## src/rtl/reg_bus_pkg.sv

```systemverilog
// Shared types and constants for the peripheral register bus: FSM states, op decode,
// default widths and the register map of the LED/7-segment/button block.
package reg_bus_pkg;

    localparam int REG_INDEX_W = 7;
    localparam int REG_DATA_W  = 16;

    localparam logic [REG_INDEX_W-1:0] REG_LED     = 7'd1;
    localparam logic [REG_INDEX_W-1:0] REG_DIGIT0  = 7'd2;
    localparam logic [REG_INDEX_W-1:0] REG_DIGIT1  = 7'd3;
    localparam logic [REG_INDEX_W-1:0] REG_DIGIT2  = 7'd4;
    localparam logic [REG_INDEX_W-1:0] REG_DIGIT3  = 7'd5;
    localparam logic [REG_INDEX_W-1:0] REG_BUTTONS = 7'd6;

    typedef enum logic [1:0] {IDLE, ISSUE, WAIT, DONE} state_e;
    typedef enum logic [1:0] {OP_NONE, OP_READ, OP_WRITE} op_e;

    // Write wins when both type bits are set; neither set is a bus-silent op acked like a write.
    function automatic op_e decode_op(input logic wr, input logic rd);
        if (wr) return OP_WRITE;
        if (rd) return OP_READ;
        return OP_NONE;
    endfunction

endpackage

```

## src/rtl/reg_bus_arbiter_if.sv

```systemverilog
// Requester-side and register-bus-side signals of the arbiter. The arbiter uses the slave
// modport; requesters and the peripheral model drive through master.
import reg_bus_pkg::*;

interface reg_bus_arbiter_if #(
    parameter int IW = REG_INDEX_W,
    parameter int DW = REG_DATA_W
) ();
    logic          m0_req, m0_read, m0_write, m0_ack;
    logic [IW-1:0] m0_index;
    logic [DW-1:0] m0_write_value, m0_read_data;

    logic          m1_req, m1_read, m1_write, m1_ack;
    logic [IW-1:0] m1_index;
    logic [DW-1:0] m1_write_value, m1_read_data;

    logic [IW-1:0] register_index;
    logic          register_read, register_write;
    logic [DW-1:0] register_write_value, register_read_value;
    logic          owner;

    modport slave (
        input  m0_req, m0_read, m0_write, m0_index, m0_write_value,
        output m0_ack, m0_read_data,
        input  m1_req, m1_read, m1_write, m1_index, m1_write_value,
        output m1_ack, m1_read_data,
        output register_index, register_read, register_write, register_write_value,
        input  register_read_value,
        output owner
    );

    modport master (
        output m0_req, m0_read, m0_write, m0_index, m0_write_value,
        input  m0_ack, m0_read_data,
        output m1_req, m1_read, m1_write, m1_index, m1_write_value,
        input  m1_ack, m1_read_data,
        input  register_index, register_read, register_write, register_write_value,
        output register_read_value,
        input  owner
    );
endinterface

```

## src/rtl/rr_arbiter2.sv

```systemverilog
// Two-way round-robin pick: a lone requester wins, a tie goes to the one not served last.
// last_served resets to requester 1 so requester 0 wins the first tie.
module rr_arbiter2 (
    input  logic       clk,
    input  logic       reset_n,
    input  logic [1:0] req,
    input  logic       advance,
    output logic       grant
);
    logic last_q, last_d;

    always_comb begin
        grant  = (req == 2'b11) ? ~last_q : req[1];
        last_d = advance ? grant : last_q;
    end

    always_ff @(posedge clk or negedge reset_n) begin
        if (!reset_n) last_q <= 1'b1;
        else          last_q <= last_d;
    end
endmodule

```

## src/rtl/reg_bus_arbiter.sv

```systemverilog
// Shares the peripheral register bus between the ulisp core (m0) and the debug bridge (m1):
// one transaction at a time, registered strobes, read data captured READ_LATENCY after the strobe.
import reg_bus_pkg::*;

module reg_bus_arbiter #(
    parameter int INDEX_WIDTH  = REG_INDEX_W,
    parameter int DATA_WIDTH   = REG_DATA_W,
    parameter int READ_LATENCY = 1
) (
    input  logic               clk,
    input  logic               reset_n,
    reg_bus_arbiter_if.slave   bus
);
    localparam int CW = 3;

    state_e                           state_q, state_d;
    op_e                              op_q, op_d;
    logic                             owner_q, owner_d;
    logic [INDEX_WIDTH-1:0]           index_q, index_d;
    logic [DATA_WIDTH-1:0]            wdata_q, wdata_d;
    logic                             rd_stb_q, rd_stb_d;
    logic                             wr_stb_q, wr_stb_d;
    logic [CW-1:0]                    cnt_q, cnt_d;
    logic [1:0][DATA_WIDTH-1:0]       rdata_q, rdata_d;

    logic [1:0]                       req, rd, wr;
    logic [1:0][INDEX_WIDTH-1:0]      idx;
    logic [1:0][DATA_WIDTH-1:0]       wv;
    logic                             take, gnt;

    assign req  = {bus.m1_req,   bus.m0_req};
    assign rd   = {bus.m1_read,  bus.m0_read};
    assign wr   = {bus.m1_write, bus.m0_write};
    assign idx  = {bus.m1_index, bus.m0_index};
    assign wv   = {bus.m1_write_value, bus.m0_write_value};
    assign take = (state_q == IDLE) && (|req);

    rr_arbiter2 u_rr (
        .clk     (clk),
        .reset_n (reset_n),
        .req     (req),
        .advance (take),
        .grant   (gnt)
    );

    always_comb begin
        state_d  = state_q;
        op_d     = op_q;
        owner_d  = owner_q;
        index_d  = index_q;
        wdata_d  = wdata_q;
        rd_stb_d = 1'b0;
        wr_stb_d = 1'b0;
        cnt_d    = cnt_q;
        rdata_d  = rdata_q;
        case (state_q)
            IDLE: begin
                if (take) begin
                    owner_d  = gnt;
                    index_d  = idx[gnt];
                    wdata_d  = wv[gnt];
                    op_d     = decode_op(wr[gnt], rd[gnt]);
                    // Strobes are set here so they are flop outputs during ISSUE.
                    wr_stb_d = (op_d == OP_WRITE);
                    rd_stb_d = (op_d == OP_READ);
                    state_d  = ISSUE;
                end
            end
            ISSUE: begin
                if (op_q == OP_READ) begin
                    cnt_d   = CW'(READ_LATENCY);
                    state_d = WAIT;
                end else begin
                    state_d = DONE;
                end
            end
            WAIT: begin
                // Last WAIT cycle is exactly READ_LATENCY cycles after the strobe cycle.
                if (cnt_q == CW'(1)) begin
                    rdata_d[owner_q] = bus.register_read_value;
                    state_d          = DONE;
                end else begin
                    cnt_d = cnt_q - CW'(1);
                end
            end
            DONE:    state_d = IDLE;
            default: state_d = IDLE;
        endcase
    end

    always_ff @(posedge clk or negedge reset_n) begin
        if (!reset_n) begin
            state_q  <= IDLE;
            op_q     <= OP_NONE;
            owner_q  <= 1'b0;
            index_q  <= '0;
            wdata_q  <= '0;
            rd_stb_q <= 1'b0;
            wr_stb_q <= 1'b0;
            cnt_q    <= '0;
            rdata_q  <= '0;
        end else begin
            state_q  <= state_d;
            op_q     <= op_d;
            owner_q  <= owner_d;
            index_q  <= index_d;
            wdata_q  <= wdata_d;
            rd_stb_q <= rd_stb_d;
            wr_stb_q <= wr_stb_d;
            cnt_q    <= cnt_d;
            rdata_q  <= rdata_d;
        end
    end

    assign bus.register_index       = index_q;
    assign bus.register_write_value = wdata_q;
    assign bus.register_read        = rd_stb_q;
    assign bus.register_write       = wr_stb_q;
    assign bus.owner                = owner_q;
    assign bus.m0_ack               = (state_q == DONE) && !owner_q;
    assign bus.m1_ack               = (state_q == DONE) &&  owner_q;
    assign bus.m0_read_data         = rdata_q[0];
    assign bus.m1_read_data         = rdata_q[1];

    // The granted requester must hold its request until its ack cycle has passed.
    always @(posedge clk) begin
        if (reset_n && state_q != IDLE) assert (req[owner_q]);
    end
endmodule

```

## src/flat_wrapper.sv

```systemverilog
// flat-port wrapper written by rule: the top's interface ports become plain ports
module reg_bus_arbiter_flat 
#(
    parameter int INDEX_WIDTH  = REG_INDEX_W,
    parameter int DATA_WIDTH   = REG_DATA_W,
    parameter int READ_LATENCY = 1
)
  (clk, reset_n, bus_m0_req, bus_m0_read, bus_m0_write, bus_m0_index, bus_m0_write_value, bus_m0_ack, bus_m0_read_data, bus_m1_req, bus_m1_read, bus_m1_write, bus_m1_index, bus_m1_write_value, bus_m1_ack, bus_m1_read_data, bus_register_index, bus_register_read, bus_register_write, bus_register_write_value, bus_register_read_value, bus_owner);
  reg_bus_arbiter_if #(.IW(7), .DW(16)) bus_i ();
  input  logic clk;
  input  logic reset_n;
  input wire logic [$bits(bus_i.m0_req)-1:0] bus_m0_req;
  input wire logic [$bits(bus_i.m0_read)-1:0] bus_m0_read;
  input wire logic [$bits(bus_i.m0_write)-1:0] bus_m0_write;
  input wire logic [$bits(bus_i.m0_index)-1:0] bus_m0_index;
  input wire logic [$bits(bus_i.m0_write_value)-1:0] bus_m0_write_value;
  output wire logic [$bits(bus_i.m0_ack)-1:0] bus_m0_ack;
  output wire logic [$bits(bus_i.m0_read_data)-1:0] bus_m0_read_data;
  input wire logic [$bits(bus_i.m1_req)-1:0] bus_m1_req;
  input wire logic [$bits(bus_i.m1_read)-1:0] bus_m1_read;
  input wire logic [$bits(bus_i.m1_write)-1:0] bus_m1_write;
  input wire logic [$bits(bus_i.m1_index)-1:0] bus_m1_index;
  input wire logic [$bits(bus_i.m1_write_value)-1:0] bus_m1_write_value;
  output wire logic [$bits(bus_i.m1_ack)-1:0] bus_m1_ack;
  output wire logic [$bits(bus_i.m1_read_data)-1:0] bus_m1_read_data;
  output wire logic [$bits(bus_i.register_index)-1:0] bus_register_index;
  output wire logic [$bits(bus_i.register_read)-1:0] bus_register_read;
  output wire logic [$bits(bus_i.register_write)-1:0] bus_register_write;
  output wire logic [$bits(bus_i.register_write_value)-1:0] bus_register_write_value;
  input wire logic [$bits(bus_i.register_read_value)-1:0] bus_register_read_value;
  output wire logic [$bits(bus_i.owner)-1:0] bus_owner;
  assign bus_i.m0_req = bus_m0_req;
  assign bus_i.m0_read = bus_m0_read;
  assign bus_i.m0_write = bus_m0_write;
  assign bus_i.m0_index = bus_m0_index;
  assign bus_i.m0_write_value = bus_m0_write_value;
  assign bus_m0_ack = bus_i.m0_ack;
  assign bus_m0_read_data = bus_i.m0_read_data;
  assign bus_i.m1_req = bus_m1_req;
  assign bus_i.m1_read = bus_m1_read;
  assign bus_i.m1_write = bus_m1_write;
  assign bus_i.m1_index = bus_m1_index;
  assign bus_i.m1_write_value = bus_m1_write_value;
  assign bus_m1_ack = bus_i.m1_ack;
  assign bus_m1_read_data = bus_i.m1_read_data;
  assign bus_register_index = bus_i.register_index;
  assign bus_register_read = bus_i.register_read;
  assign bus_register_write = bus_i.register_write;
  assign bus_register_write_value = bus_i.register_write_value;
  assign bus_i.register_read_value = bus_register_read_value;
  assign bus_owner = bus_i.owner;
  reg_bus_arbiter #(.INDEX_WIDTH(INDEX_WIDTH), .DATA_WIDTH(DATA_WIDTH), .READ_LATENCY(READ_LATENCY)) u_core (.clk(clk), .reset_n(reset_n), .bus(bus_i));
endmodule
```

## config.mk

```make
export PLATFORM = sky130hd
export DESIGN_NAME = reg_bus_arbiter_flat
export DESIGN_NICKNAME = d
export VERILOG_FILES = /design/src/rtl/reg_bus_pkg.sv /design/src/rtl/reg_bus_arbiter_if.sv /design/src/rtl/rr_arbiter2.sv /design/src/rtl/reg_bus_arbiter.sv /design/src/flat_wrapper.sv
export SDC_FILE = /design/constraint.sdc
export NUM_CORES = 1
export LEC_CHECK = 0
export BUFFER_PORTS_ARGS = -buffer_cell sky130_fd_sc_hd__buf_2
export CELL_PAD_IN_SITES_DETAIL_PLACEMENT = 1
export CELL_PAD_IN_SITES_GLOBAL_PLACEMENT = 1
export CORE_MARGIN = 2
export CORE_UTILIZATION = 25
export CTS_CLUSTER_DIAMETER = 60
export DETAILED_ROUTE_END_ITERATION = 8
export PLACE_DENSITY = 0.58
export SYNTH_ARGS = -nofsm -noshare
export SYNTH_HDL_FRONTEND = slang
export SYNTH_SLANG_ARGS = --single-unit
```

## constraint.sdc

```tcl
create_clock -name clk -period 3.5 [get_ports clk]
set_clock_uncertainty 0.2 [all_clocks]
set_input_delay 0.175 -clock clk [delete_from_list [all_inputs] [get_ports clk]]
set_output_delay 0.175 -clock clk [all_outputs]
set_load 0.01 [all_outputs]
```

==> summary.txt, run 1 <==
Status: finished clean
Post-route setup TNS: 0 ns
Synth-to-Final Area Change: 59.0%
Int Pwr: 2.39 mW
Max VDD drop: 0.384 mV
Combinational fraction of design power: 41.1%
Clock Latency Late Sink: 0.32 ns
Drt drc: 0
Worst r2r src: u_core.u_rr.last_q
Post-CTS Setup Inserts: 0
DP Wirelength: 5300 um
Final ANT Viol Nets: 0
Cell mode on critical path: dlygate4sd3_1
Final Hold Vio Count: 0
Clock buffer depth: 2
Post-CTS Hold Buffers: 67
CP Launch Point: bus_m0_req
Seq cells post-synth: 66
RSZ-0062 raised after global routing: false
DR iter-0 viols: 74
Vias in the first global route: 2820
Post-synth EDFFs: 0
Root Buffer: clkbuf_16
Cell Area, Synth: 0.00293 mm^2
DR pass1 iterations: 2
CTS tree: built
Clk pin slew, worst setup/hold paths: 0.06 ns
Period utilization: 78.7%
Finish-stage setup viols: 0
Crit-path leading delay family: buffers and inverters
Top-area cell type share of the netlist area: 55.6%
Leak: 2.26 nW
Nets: 505
Slew @ Worst Pin: 1.10 ns
Sink Count: 66
Switching part of the total: 34.1%
Slowest cell on the critical path: a21boi_4
Fin util: 40.8%
Die height: 112 um
Switch Pwr: 1.24 mW
Final Routed Wirelength: 8050 um
Hold path startpoint: bus_m0_write
Pin count of the biggest net entering global routing: 54
Syn_nets: 306
Synth area leaders: dfrtp_1 56%, mux2_2 12%, mux2i_1 8.9%
Critical path capture point type: register
Die Area: 0.0126 mm^2
Initial antenna violation count: 0
Top_reg_cell synth: dfrtp_1
YS warnings: 0
CP bufs+invs: 3
CTS buffer count: 9
Sequential share of power: 36.5%
DR vias: 2506
Die width: 112 um
GRT Total Usage: 13.6%
Initial Util: 25.6%
Power share of the clock group: 22.5%
Sequential fraction of the synthesis area: 56.5%
First-pass GRT wire length: 13800 um
Pwr dens: 779 mW/mm^2
Max incr delay on CP: 0.86 ns
H-tree depth: 3
Synth top cells by count: 65 x dfrtp_1, 32 x mux2_2, 27 x nand2_1, 26 x mux2i_1, 22 x o21ai_0
Avg Inst Size Synth: 12.7 um^2
Most common cell in the netlist: dfrtp_1
Post-cts sizing count: 0
Layout cells sized above 1: 43.2%
ANT cells: 0
Synth cell types: 37
Max FO, Critical Path: 26
Slew Limit Fails: 0
Core ar.: 0.0114 mm^2
Routed len/inst: 14.0 um
Total congestion overflow: 0
Worst Path Required: 3.49 ns
Tmin final: 2.75 ns
CP startpoint kind: primary input
Max Freq: 363 MHz
Vias/cell: 4.35
PortBufs: 129
Rows: 39
Footprint of the multi-input gates: 0.00119 mm^2
Register Area: 0.00165 mm^2
Cell Chain, Critical Path: dlygate4sd3_1 -> buf_2 -> a21boi_4 -> mux2i_1 -> dlygate4sd3_1 -> o21ai_0
Worst Path Arrival: 2.75 ns
Fill cells: 1268
Slew HR: 26.7%
Final GP Congestion: 0.698
Area leader, netlist: dfrtp_1
MaxCap Viol Count: 0
Asr flop ratio synth: 100%
Io pins: 130
Crit Path Class: primary input to register
Cells after Synth: 230
HP Class: primary input to register
[state kept, by name, summed over array words and instances, names as in the netlist]
signal                           count
u_core.op_q                          2
u_core.bus.m1_read_data             16
u_core.bus.m0_read_data             16
u_core.bus.register_read             1
u_core.bus.register_write            1
u_core.bus.register_index            7
u_core.u_rr.last_q                   1
u_core.bus.owner                     1
u_core.cnt_q                         3
u_core.bus.register_write_value     16
u_core.state_q                       2
[logic make-up after synthesis]
group | after synthesis | synth area share (%)
simple gates | 43 | 7.70
mux | 58 | 21.2
buf+inv | 17 | 3.68
compound gates | 40 | 8.38
flops | 66 | 56.5
fa+ha+maj | 6 | 2.57
[power by group through the flow]
stage | Clock, mW | Combinational [mW] | Sequential (mW)
final | 0.815 | 1.49 | 1.32
after global routing | 0.878 | 1.66 | 1.38
after CTS | 0.847 | 1.51 | 1.33
after detailed placement | 0 | 1.41 | 1.34
after global placement | 0 | 1.38 | 1.32
after floorplan | 0 | 0.715 | 1.48
[per-stage QoR]
| step | setup slack (ns) | hold WS, ns | total power [mW] | cells | area (um^2) |
|---|---|---|---|---|---|
| 2_1_floorplan | 1.57 | -0.321 | 2.20 | 230 | 2930 |
| 4_1_cts | 0.821 | 0.0326 | 3.69 | 576 | 4650 |
| 3_3_place_gp | 1.19 | -0.144 | 2.70 | 494 | 3710 |
| 3_5_place_dp | 1.03 | -0.148 | 2.75 | 494 | 3710 |
| 5_1_grt | 0.597 | 0.0602 | 3.92 | 576 | 4650 |
| 6_report | 0.745 | 0.0188 | 3.63 | 576 | 4650 |
[final timing paths]
check                                                       to  slack [ns]  cells after the start
min reg2reg                u_core.bus.register_write_value[13]        0.27                      2
max                        u_core.bus.register_write_value[10]        0.75                      6
max in group asynchronous                   u_core.u_rr.last_q        2.39                      3
min in group asynchronous   u_core.bus.register_write_value[5]        0.03                      2
min                                             u_core.op_q[1]        0.02                      3
max reg2reg                u_core.bus.register_write_value[10]        0.96                      4
[tightest hold or removal path, stage by stage]
cell and delay (ns):
buf_2 0.09, mux2i_1 0.07, o21ai_0 0.16
[final cells by class]
type                            count  share of cell area, %
Timing Repair Buffer              199                   28.8
Sequential cell                    66                   35.5
Multi-Input combinational cell    147                   25.5
Clock inverter                      3                  0.323
Inverter                            6                  0.484
Tap cell                          143                   3.85
Clock buffer                       12                   5.51
[routing by layer]
layer / up-vias / part of all wire [%] / wire (um) / GRT usage [%]
met4: 0 / 1.6 / 128 / 4.88
met1: 1186 / 43 / 3450 / 15.7
li1: 1205 / - / - / -
met3: 11 / 8.9 / 719 / 5.29
met2: 104 / 47 / 3760 / 23.1
met5: - / 0 / 0 / 0
[cell usage in the layout, fill, tap and decap left out, types with 2 or more instances in the layout]
master and n:
nand2b_1 2, nand2_1 27, mux2i_1 26, clkbuf_8 2
nor2b_1 3, dfrtp_1 65, buf_2 129, clkinv_2 3
clkbuf_16 9, ha_1 6, nor2_1 3, dlygate4sd3_1 67
a221o_1 2, inv_1 6, mux2_2 32, buf_4 3
o21ai_1 3, o21ai_0 22
(Power assumes the default switching activity.)
==> run 2: changes to the inputs <==
==> constraint.sdc (replaced) <==
create_clock -name clk -period 2.66 [get_ports clk]
set_clock_uncertainty 0.2 [all_clocks]
set_input_delay 0.133 -clock clk [delete_from_list [all_inputs] [get_ports clk]]
set_output_delay 0.133 -clock clk [all_outputs]
set_load 0.01 [all_outputs]
==> run 2 against run 1 <==
Net effect:
- combinational power grew 33%
- worst setup slack lost 0.41 ns
- first-iteration DRC count grew 2.7%
- critical path depth grew 1
- worst hold slack lost 0.0039 ns
- via count grew 0.20%
- non-clock buffer count grew 3
- die area is the same
- register-to-register slack lost 0.52 ns
- largest power group unchanged
==> summary.txt, run 2 (same netlist as run 1, synthesis figures left out) <==
Worst Path Arrival: 2.28 ns
Drt drc: 0
Core ar.: 0.0114 mm^2
Routed len/inst: 14.2 um
Vias/cell: 4.33
Die height: 112 um
Rows: 39
CP startpoint kind: primary input
Max incr delay on CP: 0.57 ns
HP Class: primary input to register
H-tree depth: 3
Most frequent cells in the layout: 129 x buf_2, 67 x dlygate4sd3_1, 65 x dfrtp_1, 32 x mux2_2, 27 x nand2_1
Final instance area: 0.00473 mm^2
Final ANT Viol Nets: 0
Crit Path Class: primary input to register
Synth-to-Final Area Change: 61.7%
CTS tree: built
MaxCap Viol Count: 0
Pwr dens: 1060 mW/mm^2
WHS: 0.0149 ns
Slew @ Worst Pin: 1.08 ns
Sink Count: 66
Final Hold Vio Count: 0
Die width: 112 um
Clock Latency Late Sink: 0.32 ns
Max Freq: 430 MHz
ANT cells: 0
Max FO, Critical Path: 26
DR pass1 iterations: 4
Root Buffer: clkbuf_16
Leak: 2.29 nW
Slew HR: 27.6%
Tmin final: 2.32 ns
Slowest cell on the critical path: dlygate4sd3_1
Period utilization: 87.4%
PortBufs: 129
Most common cell after layout, fill and taps aside: buf_2
DP Wirelength: 5420 um
GRT Total Usage: 14.0%
CTS buffer count: 9
Post-cts sizing count: 0
Initial antenna violation count: 0
First-pass GRT wire length: 14000 um
Pin count of the biggest net entering global routing: 49
Final GP Congestion: 0.721
Worst Path Required: 2.62 ns
Nets: 508
Layout cells sized above 1: 43.9%
DR iter-0 viols: 76
Die Area: 0.0126 mm^2
Total congestion overflow: 0
Clk pin slew, worst setup/hold paths: 0.06 ns
Cell mode on critical path: dlygate4sd3_1
Critical path capture point type: register
RSZ-0062 raised after global routing: false
Slew Limit Fails: 0
Vias in the first global route: 2897
Max VDD drop: 0.469 mV
Finish-stage setup viols: 0
Placed cells: 497
Status: finished clean
Initial Util: 25.6%
Final Routed Wirelength: 8220 um
DR vias: 2511
Post-route setup TNS: 0 ns
Final non-filler cell total: 580
Io pins: 130
DP Area: 0.00373 mm^2
Cell Chain, Critical Path: dlygate4sd3_1 -> buf_2 -> a21boi_4 -> buf_4 -> mux2i_1 -> dlygate4sd3_1 -> o21ai_0
Clock buffer depth: 2
-- run 2: layout make-up --
cell class                      count  area (um^2)
Multi-Input combinational cell    147         1190
Fill cell                        1251         6690
Inverter                            6         22.5
Sequential cell                    66         1650
Clock buffer                       10          239
Clock inverter                      6         88.8
Timing Repair Buffer              202         1360
Tap cell                          143          179
-- run 2: final timing paths --
kind                                                     from  cells after the start  slack (ns)                             endpoint
min in group asynchronous                             reset_n                      2        0.25                    u_core.state_q[0]
hold / removal                                    bus_m0_read                      4        0.01             u_core.bus.register_read
setup reg to reg                           u_core.u_rr.last_q                      5        0.44         u_core.bus.register_index[1]
hold reg to reg            u_core.bus.register_write_value[0]                      2        0.27   u_core.bus.register_write_value[0]
setup / recovery                                   bus_m0_req                      7        0.34         u_core.bus.register_index[1]
max in group asynchronous                             reset_n                      3        1.26  u_core.bus.register_write_value[13]
-- run 2: layer usage --
layer | up-vias | share of wire, % | GRT usage, %
li1 | 1217 | - | -
met1 | 1185 | 43 | 16.1
met2 | 102 | 48 | 24.1
met3 | 7 | 8.3 | 4.91
met4 | 0 | 1.1 | 4.88
met5 | - | 0 | 0
-- run 2: through the flow --
step	power (mW)	setup slack, ns	utilization (%)
floorplan	2.89	0.727	-
global placement	3.57	0.648	32.7
detailed placement	3.64	0.562	32.7
CTS	5.09	0.386	41.4
global route	5.40	0.236	41.4
finish	5.02	0.336	41.4
-- run 2: worst max-delay path: cells and delay by family --
kind            cells  cell delay, ns
buf+inv             4            1.67
mux                 1            0.27
compound gates      2            0.20
-- run 2: timing repair --
item,in CTS,in global routing
hold buffers,67,0
setup buffers,0,0
endpoints found under the hold margin,90,0
-- run 2: report_power, final --
part | switching [mW] | total [mW] | internal [mW] | leakage (nW)
Combinational | 0.988 | 1.98 | 0.995 | 1.34
Clock | 0.438 | 1.29 | 0.847 | 0.155
Sequential | 0.259 | 1.75 | 1.49 | 0.793
==> run 3: changes to the inputs <==
--- a/config.mk
+++ b/config.mk
@@ -8,11 +8,12 @@
 export BUFFER_PORTS_ARGS = -buffer_cell sky130_fd_sc_hd__buf_2
 export CELL_PAD_IN_SITES_DETAIL_PLACEMENT = 1
 export CELL_PAD_IN_SITES_GLOBAL_PLACEMENT = 1
-export CORE_MARGIN = 2
-export CORE_UTILIZATION = 25
+export CORE_MARGIN = 8
+export CORE_UTILIZATION = 37
+export CTS_BUF_LIST = sky130_fd_sc_hd__clkbuf_8
 export CTS_CLUSTER_DIAMETER = 60
 export DETAILED_ROUTE_END_ITERATION = 8
-export PLACE_DENSITY = 0.58
+export PLACE_DENSITY = 0.81
 export SYNTH_ARGS = -nofsm -noshare
 export SYNTH_HDL_FRONTEND = slang
 export SYNTH_SLANG_ARGS = --single-unit
==> run 3 against run 2 <==
Net effect:
- worst setup slack worse by 0.079 ns
- non-clock buffer count is 2 lower
- register-to-register slack worse by 0.11 ns
- total power is 5.6% lower
- clock-buffer cell count is 1 lower
- worst hold slack better by 0.011 ns
- die area is 13% lower
- combinational power is 7% higher
- sequential share of layout area is 1.4 points higher
- wire length is 32% higher
- sequential power is 3% higher
- first-iteration DRC count is 11% lower
- largest power group unchanged
==> summary.txt, run 3 (same netlist as run 1, synthesis figures left out) <==
Status: finished clean
Cell Chain, Critical Path: dlygate4sd3_1 -> buf_2 -> a21boi_4 -> buf_4 -> mux2i_1 -> dlygate4sd3_1 -> o21ai_1
Vias in the first global route: 3170
R2R depth: 5
Worst Path Arrival: 2.39 ns
First-pass GRT wire length: 17300 um
Final Hold Vio Count: 0
Register Area: 0.00165 mm^2
Clock buffer depth: 2
Synth-to-Final Area Change: 55.5%
Post-cts sizing count: 0
CP bufs+invs: 4
Rows: 32
Max incr delay on CP: 0.64 ns
Slowest cell on the critical path: dlygate4sd3_1
Layout cells sized above 1: 43.4%
Io pins: 130
MaxCap Viol Count: 0
Initial Util: 38.1%
Finish-stage setup viols: 0
CTS buffer count: 9
Die Area: 0.0110 mm^2
Pwr dens: 1040 mW/mm^2
Root Buffer: clkbuf_8
Post-route setup TNS: 0 ns
Clk pin slew, worst setup/hold paths: 0.08 ns
Final Routed Wirelength: 10900 um
Most frequent cells in the layout: 129 x buf_2, 68 x dlygate4sd3_1, 65 x dfrtp_1, 32 x mux2_2, 27 x nand2_1
Crit Path Class: primary input to register
Slew @ Worst Pin: 1.18 ns
Period utilization: 90.3%
Worst Path Required: 2.65 ns
Slew Limit Fails: 0
Core ar.: 0.00769 mm^2
Die height: 105 um
DR iter-0 viols: 68
Worst hold endpoint: u_core.bus.register_read
CTS tree: built
Footprint of the multi-input gates: 0.00119 mm^2
H-tree depth: 3
Leak: 2.23 nW
Worst r2r src: u_core.u_rr.last_q
WHS: 0.0260 ns
GRT Total Usage: 20.1%
Routed len/inst: 20.2 um
Nets: 506
Max FO, Critical Path: 26
Worst hold stages: 4
Initial antenna violation count: 2
Post-CTS Setup Inserts: 0
Placed cells: 453
Final non-filler cell total: 539
Crit-path leading delay family: buffers and inverters
Most common cell after layout, fill and taps aside: buf_2
DP Wirelength: 6180 um
Pin count of the biggest net entering global routing: 54
Fill cells: 838
HP Class: primary input to register
Critical path capture point type: register
Cell mode on critical path: dlygate4sd3_1
Drt drc: 0
Sink Count: 66
Internal reg-to-reg setup slack: 0.33 ns
Final GP Congestion: 0.739
Total congestion overflow: 0
Max Freq: 416 MHz
Die width: 105 um
Clock Latency Late Sink: 0.34 ns
DR pass1 iterations: 4
CP startpoint kind: primary input
Max VDD drop: 0.484 mV
Tmin final: 2.40 ns
Hold path startpoint: bus_m1_read
R2R Path End: u_core.bus.register_write_value[3]
PortBufs: 129
DR vias: 2674
RSZ-0062 raised after global routing: false
Vias/cell: 4.96
Final ANT Viol Nets: 0
Slew HR: 21.3%
run 3: per-stage QoR:
stage,power [mW],area (um^2),utilization [%],setup WS [ns]
2_1_floorplan,2.89,2930,-,0.727
3_3_place_gp,3.57,3670,47.8,0.594
3_5_place_dp,3.69,3670,47.8,0.457
4_1_cts,4.66,4550,59.1,0.356
5_1_grt,5.04,4550,59.2,0.174
6_report,4.74,4550,59.2,0.257
run 3: worst reg2reg max path, cell delays in order, from the launching register on:
cell	delay [ns]
dfstp_2	0.39
a21boi_4	0.13
buf_4	0.40
mux2i_1	0.35
dlygate4sd3_1	0.64
o21ai_1	0.07
run 3: final cells by class:
cell class                      count  share of cell area [%]
Timing Repair Buffer              200                    29.9
Clock inverter                      7                    1.54
Multi-Input combinational cell    147                    26.1
Sequential cell                    66                    36.3
Inverter                            6                   0.495
Tap cell                          102                    2.80
Antenna cell                        2                   0.110
Clock buffer                        9                    2.72
run 3: worst max-delay path by stage:
| stage | startpoint | to | slack (ns) | cells past startpoint |
|---|---|---|---|---|
| floorplan | u_core.state_q[0] | u_core.bus.m0_read_data[10] | 0.73 | 6 |
| finish | bus_m0_req | u_core.bus.register_write_value[3] | 0.26 | 7 |
| CTS | bus_m0_req | u_core.bus.register_index[1] | 0.36 | 7 |
| detailed placement | u_core.state_q[0] | u_core.bus.m0_read_data[1] | 0.46 | 5 |
| global placement | u_core.state_q[0] | u_core.bus.m0_read_data[11] | 0.59 | 5 |
| global route | bus_m0_req | u_core.bus.register_write_value[6] | 0.17 | 7 |
run 3: power breakdown:
group	internal (mW)	switching [mW]	leakage, nW
clock	0.431	0.401	0.0990
sequential	1.49	0.310	0.793
combinational	0.992	1.11	1.34
run 3: timing repair:
action | in CTS | in global routing
hold buffers | 68 | 0
endpoints found under the setup margin | 0 | 0
hold endpoints to repair | 86 | 0
run 3: routing by layer:
layer	up-vias	GRT usage (%)	wire [um]
met1	1300	20.2	4080
met5	-	0	0
met4	0	10.6	440
met3	31	6.76	748
li1	1212	-	-
met2	131	35.9	5610
